**src/rtl/traffic_pkg.sv**
```systemverilog
// Shared types and lamp-field layout for the intersection signal controller.
package traffic_pkg;

   typedef enum logic [1:0] {
      S_GREEN,
      S_YELLOW,
      S_ALLRED,
      S_FLASH
   } state_t;

   // Each phase owns a LAMP_W-bit field {walk, red, yellow, green}
   localparam int unsigned LAMP_W = 4;
   localparam int unsigned L_GRN  = 0;
   localparam int unsigned L_YEL  = 1;
   localparam int unsigned L_RED  = 2;
   localparam int unsigned L_WALK = 3;

endpackage

```
**src/rtl/traffic_phase_timer.sv**
```systemverilog
// Up-counter for per-state dwell timing: synchronous clear, hold (saturate) and target compare.
module traffic_phase_timer #(
   parameter int unsigned CNT_W = 16
) (
   input  logic             clk,
   input  logic             rst,
   input  logic             clr,
   input  logic             hold,
   input  logic [CNT_W-1:0] target,
   output logic [CNT_W-1:0] count,
   output logic             hit
);

   logic [CNT_W-1:0] count_q, count_d;

   // Next count: clear wins over hold, hold wins over increment
   always_comb begin
      count_d = count_q;
      if (clr) begin
         count_d = '0;
      end else if (!hold) begin
         count_d = count_q + 1'b1;
      end
   end

   // Count register
   always_ff @(posedge clk) begin
      if (rst) begin
         count_q <= '0;
      end else begin
         count_q <= count_d;
      end
   end

   assign count = count_q;
   assign hit   = (count_q == target);

endmodule

```
**src/rtl/traffic_phase_ctrl.sv**
```systemverilog
// N-approach signal controller: green -> yellow -> all-red per phase, round-robin or
// vehicle-actuated, with latched pedestrian walk service and a flashing-red mode.
module traffic_phase_ctrl
   import traffic_pkg::*;
#(
   parameter int unsigned NUM_PHASES     = 2,
   parameter int unsigned GREEN_CYC      = 10000,
   parameter int unsigned YELLOW_CYC     = 1500,
   parameter int unsigned ALLRED_CYC     = 200,
   parameter int unsigned WALK_CYC       = 4000,
   parameter int unsigned FLASH_HALF_CYC = 500,
   parameter int unsigned ACTUATED       = 0,
   parameter int unsigned CNT_W          = 16
) (
   input  logic                         clk,
   input  logic                         rst,
   input  logic [NUM_PHASES-1:0]        veh_req,
   input  logic [NUM_PHASES-1:0]        ped_req,
   input  logic                         flash,
   output logic [LAMP_W*NUM_PHASES-1:0] lamps,
   output logic [2:0]                   cur_phase,
   output logic [NUM_PHASES-1:0]        ped_pend
);

   localparam logic [CNT_W-1:0] GREEN_LAST  = CNT_W'(GREEN_CYC - 1);
   localparam logic [CNT_W-1:0] YELLOW_LAST = CNT_W'(YELLOW_CYC - 1);
   localparam logic [CNT_W-1:0] ALLRED_LAST = CNT_W'(ALLRED_CYC - 1);
   localparam logic [CNT_W-1:0] FLASH_LAST  = CNT_W'(FLASH_HALF_CYC - 1);
   localparam logic [CNT_W:0]   WALK_LIM    = (CNT_W + 1)'(WALK_CYC);

   state_t                  state_q, state_d;
   logic [2:0]              cur_q, cur_d;
   logic [NUM_PHASES-1:0]   ped_q, ped_d;
   logic                    walk_q, walk_d;
   logic                    tgl_q, tgl_d;

   logic                    tmr_clr, tmr_hold, tmr_hit;
   logic [CNT_W-1:0]        tmr_target, tmr_count;

   logic [NUM_PHASES-1:0]   demand, ped_served;
   logic                    other_demand;
   logic [2:0]              nxt_phase;
   logic                    walk_on;

   // First phase after cur (with wrap) that has demand; plain successor in fixed mode.
   // With no demand anywhere else in actuated mode the current phase is re-served.
   function automatic logic [2:0] pick_next(input logic [2:0] cur,
                                            input logic [NUM_PHASES-1:0] dem);
      logic [2:0] nxt;
      logic       found;
      int         j;
      nxt   = (32'(cur) + 1 >= NUM_PHASES) ? 3'd0 : cur + 3'd1;
      found = 1'b0;
      if (ACTUATED != 0) begin
         nxt = cur;
         for (int k = 1; k < NUM_PHASES; k++) begin
            j = int'(cur) + k;
            if (j >= int'(NUM_PHASES)) j = j - int'(NUM_PHASES);
            for (int i = 0; i < NUM_PHASES; i++) begin
               if (!found && i == j && dem[i]) begin
                  nxt   = 3'(i);
                  found = 1'b1;
               end
            end
         end
      end
      return nxt;
   endfunction

   traffic_phase_timer #(
      .CNT_W (CNT_W)
   ) u_timer (
      .clk    (clk),
      .rst    (rst),
      .clr    (tmr_clr),
      .hold   (tmr_hold),
      .target (tmr_target),
      .count  (tmr_count),
      .hit    (tmr_hit)
   );

   // Dwell target for the current state and demand summaries
   always_comb begin
      tmr_target = GREEN_LAST;
      unique case (state_q)
         S_GREEN:  tmr_target = GREEN_LAST;
         S_YELLOW: tmr_target = YELLOW_LAST;
         S_ALLRED: tmr_target = ALLRED_LAST;
         S_FLASH:  tmr_target = FLASH_LAST;
         default:  tmr_target = GREEN_LAST;
      endcase
      demand       = veh_req | ped_q;
      // A press on the very edge of green entry is still served by that green
      ped_served   = ped_q | ped_req;
      other_demand = 1'b0;
      for (int i = 0; i < NUM_PHASES; i++) begin
         if (3'(i) != cur_q && demand[i]) other_demand = 1'b1;
      end
      nxt_phase    = pick_next(cur_q, demand);
   end

   // Phase sequencing FSM next-state logic
   always_comb begin
      state_d  = state_q;
      cur_d    = cur_q;
      ped_d    = ped_q | ped_req;
      walk_d   = walk_q;
      tgl_d    = tgl_q;
      tmr_clr  = 1'b0;
      tmr_hold = 1'b0;
      unique case (state_q)
         S_GREEN: begin
            if (flash) begin
               state_d = S_YELLOW;
               tmr_clr = 1'b1;
            end else if (tmr_hit) begin
               if (ACTUATED == 0 || other_demand) begin
                  state_d = S_YELLOW;
                  tmr_clr = 1'b1;
               end else begin
                  // Rest in green until someone else asks
                  tmr_hold = 1'b1;
               end
            end
         end
         S_YELLOW: begin
            if (tmr_hit) begin
               tmr_clr = 1'b1;
               if (flash) begin
                  state_d = S_FLASH;
                  tgl_d   = 1'b0;
               end else begin
                  state_d = S_ALLRED;
               end
            end
         end
         S_ALLRED: begin
            if (tmr_hit) begin
               tmr_clr = 1'b1;
               if (flash) begin
                  state_d = S_FLASH;
                  tgl_d   = 1'b0;
               end else begin
                  state_d = S_GREEN;
                  cur_d   = nxt_phase;
                  walk_d  = 1'b0;
                  for (int i = 0; i < NUM_PHASES; i++) begin
                     if (nxt_phase == 3'(i)) begin
                        walk_d   = ped_served[i];
                        ped_d[i] = 1'b0;
                     end
                  end
               end
            end
         end
         S_FLASH: begin
            if (!flash) begin
               state_d = S_ALLRED;
               tmr_clr = 1'b1;
            end else if (tmr_hit) begin
               tmr_clr = 1'b1;
               tgl_d   = ~tgl_q;
            end
         end
         default: begin
            state_d = S_GREEN;
            tmr_clr = 1'b1;
         end
      endcase
   end

   // State, phase, pedestrian latch and flash toggle registers
   always_ff @(posedge clk) begin
      if (rst) begin
         state_q <= S_GREEN;
         cur_q   <= 3'd0;
         ped_q   <= '0;
         walk_q  <= 1'b0;
         tgl_q   <= 1'b0;
      end else begin
         state_q <= state_d;
         cur_q   <= cur_d;
         ped_q   <= ped_d;
         walk_q  <= walk_d;
         tgl_q   <= tgl_d;
      end
   end

   assign walk_on = ({1'b0, tmr_count} < WALK_LIM);

   // Lamp decode straight from registered state and timer
   always_comb begin
      lamps = '0;
      for (int i = 0; i < NUM_PHASES; i++) begin
         if (state_q == S_FLASH) begin
            lamps[LAMP_W*i + L_RED] = ~tgl_q;
         end else if (3'(i) == cur_q) begin
            lamps[LAMP_W*i + L_GRN]  = (state_q == S_GREEN);
            lamps[LAMP_W*i + L_YEL]  = (state_q == S_YELLOW);
            lamps[LAMP_W*i + L_RED]  = (state_q == S_ALLRED);
            lamps[LAMP_W*i + L_WALK] = (state_q == S_GREEN) && walk_q && walk_on;
         end else begin
            lamps[LAMP_W*i + L_RED] = 1'b1;
         end
      end
   end

   assign cur_phase = cur_q;
   assign ped_pend  = ped_q;

endmodule

```
**config.mk**
```make
export PLATFORM = sky130hd
export DESIGN_NAME = traffic_phase_ctrl
export DESIGN_NICKNAME = d
export VERILOG_FILES = /design/src/rtl/traffic_pkg.sv /design/src/rtl/traffic_phase_timer.sv /design/src/rtl/traffic_phase_ctrl.sv
export SDC_FILE = /design/constraint.sdc
export NUM_CORES = 1
export LEC_CHECK = 0
export ABC_AREA = 1
export ABC_CLOCK_PERIOD_IN_PS = 3500
export CAP_MARGIN = 20
export CORE_AREA = 2 2 86 88
export CTS_CLUSTER_SIZE = 20
export DETAILED_ROUTE_END_ITERATION = 7
export DIE_AREA = 0 0 88 90
export RECOVER_POWER = 25
export SLEW_MARGIN = 20
export SYNTH_ARGS = -nofsm -noshare
export SYNTH_HDL_FRONTEND = slang
export SYNTH_SLANG_ARGS = --single-unit
```
**constraint.sdc**
```tcl
create_clock -name clk -period 3.5 [get_ports clk]
set_input_delay 0.35 -clock clk [delete_from_list [all_inputs] [get_ports clk]]
set_output_delay 0.35 -clock clk [all_outputs]
set_load 0.01 [all_outputs]
```
==> results of run 1 <==
## synth_stat cells
cell type | count | area share
nand2_1 | 55 | 0.13
nor2_1 | 44 | 0.10
inv_1 | 39 | 0.089
dfxtp_1 | 25 | 0.31
nand3_1 | 19 | 0.058
a21oi_1 | 14 | 0.043
o21ai_0 | 11 | 0.034
ha_1 | 10 | 0.076
xor2_1 | 8 | 0.043
nor3_1 | 7 | 0.021
nand4_1 | 6 | 0.023
buf_2 | 4 | 0.012
nor2_2 | 3 | 0.011
xnor2_1 | 3 | 0.016
inv_2 | 2 | 0.0046
nand2_2 | 2 | 0.0076
buf_6 | 1 | 0.0069
nand3b_1 | 1 | 0.0046
nor4_1 | 1 | 0.0038
o21ai_1 | 1 | 0.0031
o21bai_1 | 1 | 0.0046
o311ai_0 | 1 | 0.0053
## where the power goes
part	total [W]	leakage [nW]	internal, W	switching, W
registers	0.000322	0.203	0.000300	0.0000216
logic	0.000358	0.595	0.000139	0.000219
clock network	0.000176	0.0228	0.0000816	0.0000948
total	0.000857	0.820	0.000521	0.000335
## critical path: cells and delay by family (launching register included)
kind,cells,cell delay (ps)
flip-flops,1,400
adder cells (fa/ha/maj),1,240
buffers and inverters,2,730
AO/OA/AOI/OAI,1,200
AND/OR/NAND/NOR,3,320
## sequential cells by signal, summed over array words and instances (netlist names)
register	count
walk_q	1
cur_phase	3
state_q	2
ped_pend	2
tgl_q	1
u_timer.count	16
## cell families (layout without fill, tap and decap cells)
group,after synthesis,count (layout),share of synthesized area
AO/OA/AOI/OAI,28,28,0.0894
XOR/XNOR,11,11,0.0588
adder cells (fa/ha/maj),10,10,0.0764
buffers and inverters,46,62,0.113
flip-flops,25,25,0.306
AND/OR/NAND/NOR,138,138,0.357
## final timing paths
kind | slack (ps) | end | start | depth (start not counted)
max reg2reg | 1080 | ped_pend[0] | state_q[0] | 9
min reg2reg | 450 | u_timer.count[0] | u_timer.count[0] | 1
min | 450 | u_timer.count[0] | u_timer.count[0] | 1
max | 980 | lamps[3] | state_q[0] | 7
## through the flow
| stage | utilization | instances | instance area [um^2] | hold WS, ps | setup slack, ps |
|---|---|---|---|---|---|
| after floorplan | - | 258 | 1640 | 418 | 1490 |
| final | 0.277 | 373 | 1950 | 450 | 976 |
| after CTS | 0.277 | 373 | 1950 | 460 | 954 |
| after global routing | 0.277 | 373 | 1950 | 476 | 770 |
| after detailed placement | 0.271 | 369 | 1900 | 439 | 1120 |
| after global placement | 0.271 | 369 | 1900 | 432 | 1150 |
## routing by layer
layer,up-vias,part of all wire
met5,-,0
met2,18,0.45
met1,702,0.51
li1,846,-
met3,3,0.027
met4,0,0.0085
## layout by cell type (no fill, tap or decap)
cell	count
nor2_1	44
nand3_1	19
clkbuf_1	1
o311ai_0	1
xor2_1	8
o21bai_1	1
nand2_2	2
ha_1	10
nor3_1	7
nand2_1	55
o21ai_1	1
nand3b_1	1
xnor2_1	3
dlygate4sd3_1	6
inv_1	40
inv_2	1
nor2_2	3
clkbuf_8	3
a21oi_1	14
nand4_1	6
nor4_1	1
dfxtp_1	25
o21ai_0	11
clkdlybuf4s50_1	11
## layout make-up
type / count / share of cell area
clock buffer: 4 / 0.0232
inverter: 41 / 0.0791
multi-input combinational: 187 / 0.489
sequential: 25 / 0.257
tap: 99 / 0.0637
timing repair buffer: 17 / 0.0875
==> flow_summary_export.csv, run 1 <==
group,metric,value,unit
sta,skew,2.33,ps
cells_and_area,final_layout_size_suffix_gt1_frac,0.0328,
sta,finalHoldViolations,0,
setup_path,path_cells,"inv_1 > ha_1 > nand2_1 > nor3_1 > o311ai_0 > nor2_1 > clkdlybuf4s50_1",
sta,min_period,2520,ps
routing,drc_errors,0,
die,die_x,88,um
global_route,grt_pass1_wl,6.56,mm
cells_and_area,syn_to_final_growth,18.8,%
setup_path,path_class,"reg -> out",
clocking,cts_tree,"yes",
sta,setup_viol,0,
sta,fmax,396,MHz
die,coreArea,7020,um^2
sta,relSlewSlack,0.666,
setup_path,end_kind,"output pin",
die,ioPinCount,20,
routing,vias,1569,
cells_and_area,multi_input_area,952,um^2
clocking,cts_buffers,3,
routing,viasPerCell,4.21,
clocking,clk_latency,270,ps
synthesis,avgSynthCellArea,6.35,um^2
global_route,grt_busiest_layer,"met2",
clocking,numClockSinks,25,
setup_path,worstPathArrival,2170,ps
clocking,postCtsSetupRepairBufs,0,
routing,drtIter0Drc,86,
sta,post-route-period-util,0.721,
cells_and_area,fill_cells,776,
synthesis,seq_area_frac_synth,0.306,
synthesis,ys.warnings.count,0,
routing,routedWlPerCell,9.75,um
setup_path,critPathRequiredTime,3150,ps
global_route,grt_pass1_vias,1556,
synthesis,syn_area,1640,um^2
global_route,grt_max_degree,17,
cells_and_area,antenna_cells,0,
power_and_ir_drop,power.density,440,nW/um^2
routing,antenna_left,0,
sta,rsz0062_at_grt,"no",
setup_path,crit_slowest_cell,"clkdlybuf4s50_1",
setup_path,max_stage_delay,540,ps
global_route,grt.met2_usage,0.157,
clocking,clkTransAtPathRegs,90,ps
placed_design,dp.final_hpwl,2.86,mm
die,dieArea,7920,um^2
cells_and_area,fin_nets,292,
cells_and_area,regArea,500,um^2
clocking,htreeDepth,1,
global_route,gr-total-overflow,0,
flow_run,drv_cap,0,
placed_design,globalplace.congestion,0.841,
global_route,grt_antenna_before_repair,0,
power_and_ir_drop,leakagePower,0.820,nW
outcome,status,"complete, no violations",
power_and_ir_drop,finalPower,0.000857,W
synthesis,synth_cells,258,
routing,dr.pass1.iters,4,
hold_path,holdCritPathClass,"reg -> reg",
global_route,gr-usage-met3,0.0239,
clocking,cts_hold_buf,0,
global_route,grt_usage,0.101,
setup_path,setup.worst_path.start_class,"flip-flop",
clocking,cts_buffer_depth,2,
clocking,cts-root-buf,"clkbuf_8",
clocking,post_cts_resize_count,0,
die,die_h,90,um
synthesis,yosys.cell_types.count,22,
power_and_ir_drop,peakVddDrop,0.107,mV
sta,finalMaxSlewViolations,0,
setup_path,worstPathMaxFanout,8,
placed_design,port_buffers,17,
die,initial_core_util,0.233,
sta,worst_slew_pin_slew,495,ps
synthesis,synth.ff_latch_count,25,
sta,fin_tns_setup,0,ps
die,num_rows,31,
global_route,met1_usage,0.135,
synthesis,syn_nets,275,
routing,finalWirelength,3.64,mm
Power figures use the tool's default switching activity.
==> inputs of run 2 (changes only) <==
--- a/config.mk
+++ b/config.mk
@@ -6,7 +6,7 @@
 export NUM_CORES = 1
 export LEC_CHECK = 0
 export ABC_AREA = 1
-export ABC_CLOCK_PERIOD_IN_PS = 3500
+export ABC_CLOCK_PERIOD_IN_PS = 2350
 export CAP_MARGIN = 20
 export CORE_AREA = 2 2 86 88
 export CTS_CLUSTER_SIZE = 20
==> constraint.sdc (replaced) <==
create_clock -name clk -period 2.35 [get_ports clk]
set_input_delay 0.235 -clock clk [delete_from_list [all_inputs] [get_ports clk]]
set_output_delay 0.235 -clock clk [all_outputs]
set_load 0.01 [all_outputs]
==> flow_summary_export.csv, run 2 (synthesis results as in run 1) <==
group,metric,value,unit
sta,hold_slack,454,ps
clocking,postCtsSetupRepairBufs,0,
routing,viasPerCell,4.21,
sta,worst_slew_pin_slew,382,ps
flow_run,drv_cap,0,
routing,vias,1594,
clocking,htreeDepth,1,
power_and_ir_drop,peakVddDrop,0.195,mV
setup_path,path_class,"reg -> out",
setup_path,setup.worst_path.start_class,"flip-flop",
die,ioPinCount,20,
cells_and_area,layout.cells.non_filler,379,
routing,dr.pass1.iters,5,
setup_path,cpMostUsedCell,"nor2_1",
routing,drtIter0Drc,89,
global_route,gr-usage-met3,0.0202,
setup_path,worstPathArrival,2020,ps
sta,finalMaxSlewViolations,0,
setup_path,crit_slowest_cell,"clkdlybuf4s50_1",
placed_design,dp.final_hpwl,2.90,mm
cells_and_area,syn_to_final_growth,23.5,%
hold_path,holdCritPathClass,"reg -> reg",
cells_and_area,final_layout_size_suffix_gt1_frac,0.0857,
sta,min_period,2250,ps
clocking,cts_buffers,3,
setup_path,worstPathMaxFanout,8,
die,dieArea,7920,um^2
placed_design,port_buffers,17,
global_route,grt_usage,0.101,
cells_and_area,layout_common_cells,"nand2_1 (55), nor2_1 (44), inv_1 (38)",
global_route,grt_pass1_vias,1544,
outcome,status,"complete, no violations",
setup_path,max_stage_delay,560,ps
sta,fmax,444,MHz
die,die_x,88,um
power_and_ir_drop,power.density,673,nW/um^2
clocking,numClockSinks,25,
cells_and_area,final_common_cell,"nand2_1",
clocking,cts_buffer_depth,2,
power_and_ir_drop,leakagePower,0.853,nW
clocking,cts_hold_buf,0,
global_route,gr-total-overflow,0,
routing,antenna_left,0,
setup_path,end_kind,"output pin",
power_and_ir_drop,p_clk_frac,0.191,
hold_path,hold_start,"u_timer.count[0]",
die,num_rows,31,
sta,skew,1.67,ps
sta,setup_viol,0,
global_route,grt_antenna_before_repair,0,
global_route,met1_usage,0.130,
sta,rsz0062_at_grt,"yes",
routing,finalWirelength,3.83,mm
sta,finalHoldViolations,0,
sta,fin_ws,98.0,ps
global_route,grt_max_degree,17,
setup_path,crit_buf_inv,2,
global_route,grt.met2_usage,0.168,
routing,routedWlPerCell,10.1,um
power_and_ir_drop,swShare,0.385,
power_and_ir_drop,p_sw,0.000524,W
placed_design,globalplace.congestion,0.841,
power_and_ir_drop,pwr-share-seq,0.352,
setup_path,crit_start,"state_q[0]",
die,coreArea,7020,um^2
setup_path,r2r-start,"state_q[1]",
setup_path,critPathRequiredTime,2120,ps
setup_path,path_cells,"buf_4 > ha_2 > nor2_1 > nand2_1 > nor2_1 > nor2_1 > clkdlybuf4s50_1",
placed_design,dp_slack,229,ps
clocking,clk_latency,270,ps
sta,relSlewSlack,0.743,
power_and_ir_drop,combPwrFrac,0.457,
placed_design,post-place-cells,375,
clocking,cts-root-buf,"clkbuf_8",
cells_and_area,antenna_cells,0,
sta,post-route-period-util,0.958,
clocking,clkTransAtPathRegs,90,ps
clocking,cts_tree,"yes",
power_and_ir_drop,p_int,0.000837,W
cells_and_area,largest_register_ffs,16,
setup_path,crit_family,"buffers and inverters",
die,die_h,90,um
global_route,grt_pass1_wl,6.56,mm
die,initial_core_util,0.233,
global_route,grt_busiest_layer,"met2",
routing,drc_errors,0,
cells_and_area,fin_nets,298,
==> run 2: worst paths after layout <==
path	endpoint	slack, ps	cells past startpoint
worst min-delay path	u_timer.count[0]	450	1
worst min register to register	u_timer.count[0]	450	1
worst max-delay path	lamps[2]	100	7
worst max register to register	cur_phase[0]	240	9
==> run 2: what timing repair did <==
| item | CTS | global route |
|---|---|---|
| cloned | 0 | 0 |
| endpoints found under the setup margin | 4 | 7 |
| gates resized for setup | 4 | 6 |
==> run 2: metrics by stage <==
step / setup TNS (ps) / util / total power, W / cell area [um^2]
2_1_floorplan: 0 / - / 0.000883 / 1640
3_3_place_gp: 0 / 0.279 / 0.00108 / 1960
5_1_grt: -32.5 / 0.288 / 0.00148 / 2020
6_report: 0 / 0.288 / 0.00136 / 2020
3_5_place_dp: 0 / 0.279 / 0.00109 / 1960
4_1_cts: 0 / 0.286 / 0.00136 / 2010
==> run 2: per-layer routing <==
layer	wire length (um)	part of all wire	up-vias
li1	-	-	852
met1	1900	0.50	714
met2	1770	0.46	24
met3	131	0.034	4
met4	27	0.0070	0
met5	0	0	-
==> run 2: power groups by stage <==
| stage | registers [W] | clock network (W) | logic, W |
|---|---|---|---|
| after floorplan | 0.000483 | 0 | 0.000401 |
| after global placement | 0.000483 | 0 | 0.000596 |
| after detailed placement | 0.000486 | 0 | 0.000601 |
| after CTS | 0.000480 | 0.000274 | 0.000611 |
| after global routing | 0.000483 | 0.000285 | 0.000711 |
| final | 0.000480 | 0.000260 | 0.000622 |
==> run 2: final cells by class <==
type / count / area [um^2]
clock buffer: 4 / 45.0
sequential: 25 / 502
multi-input combinational: 187 / 977
tap: 99 / 124
fill: 770 / 5000
inverter: 41 / 154
timing repair buffer: 23 / 221
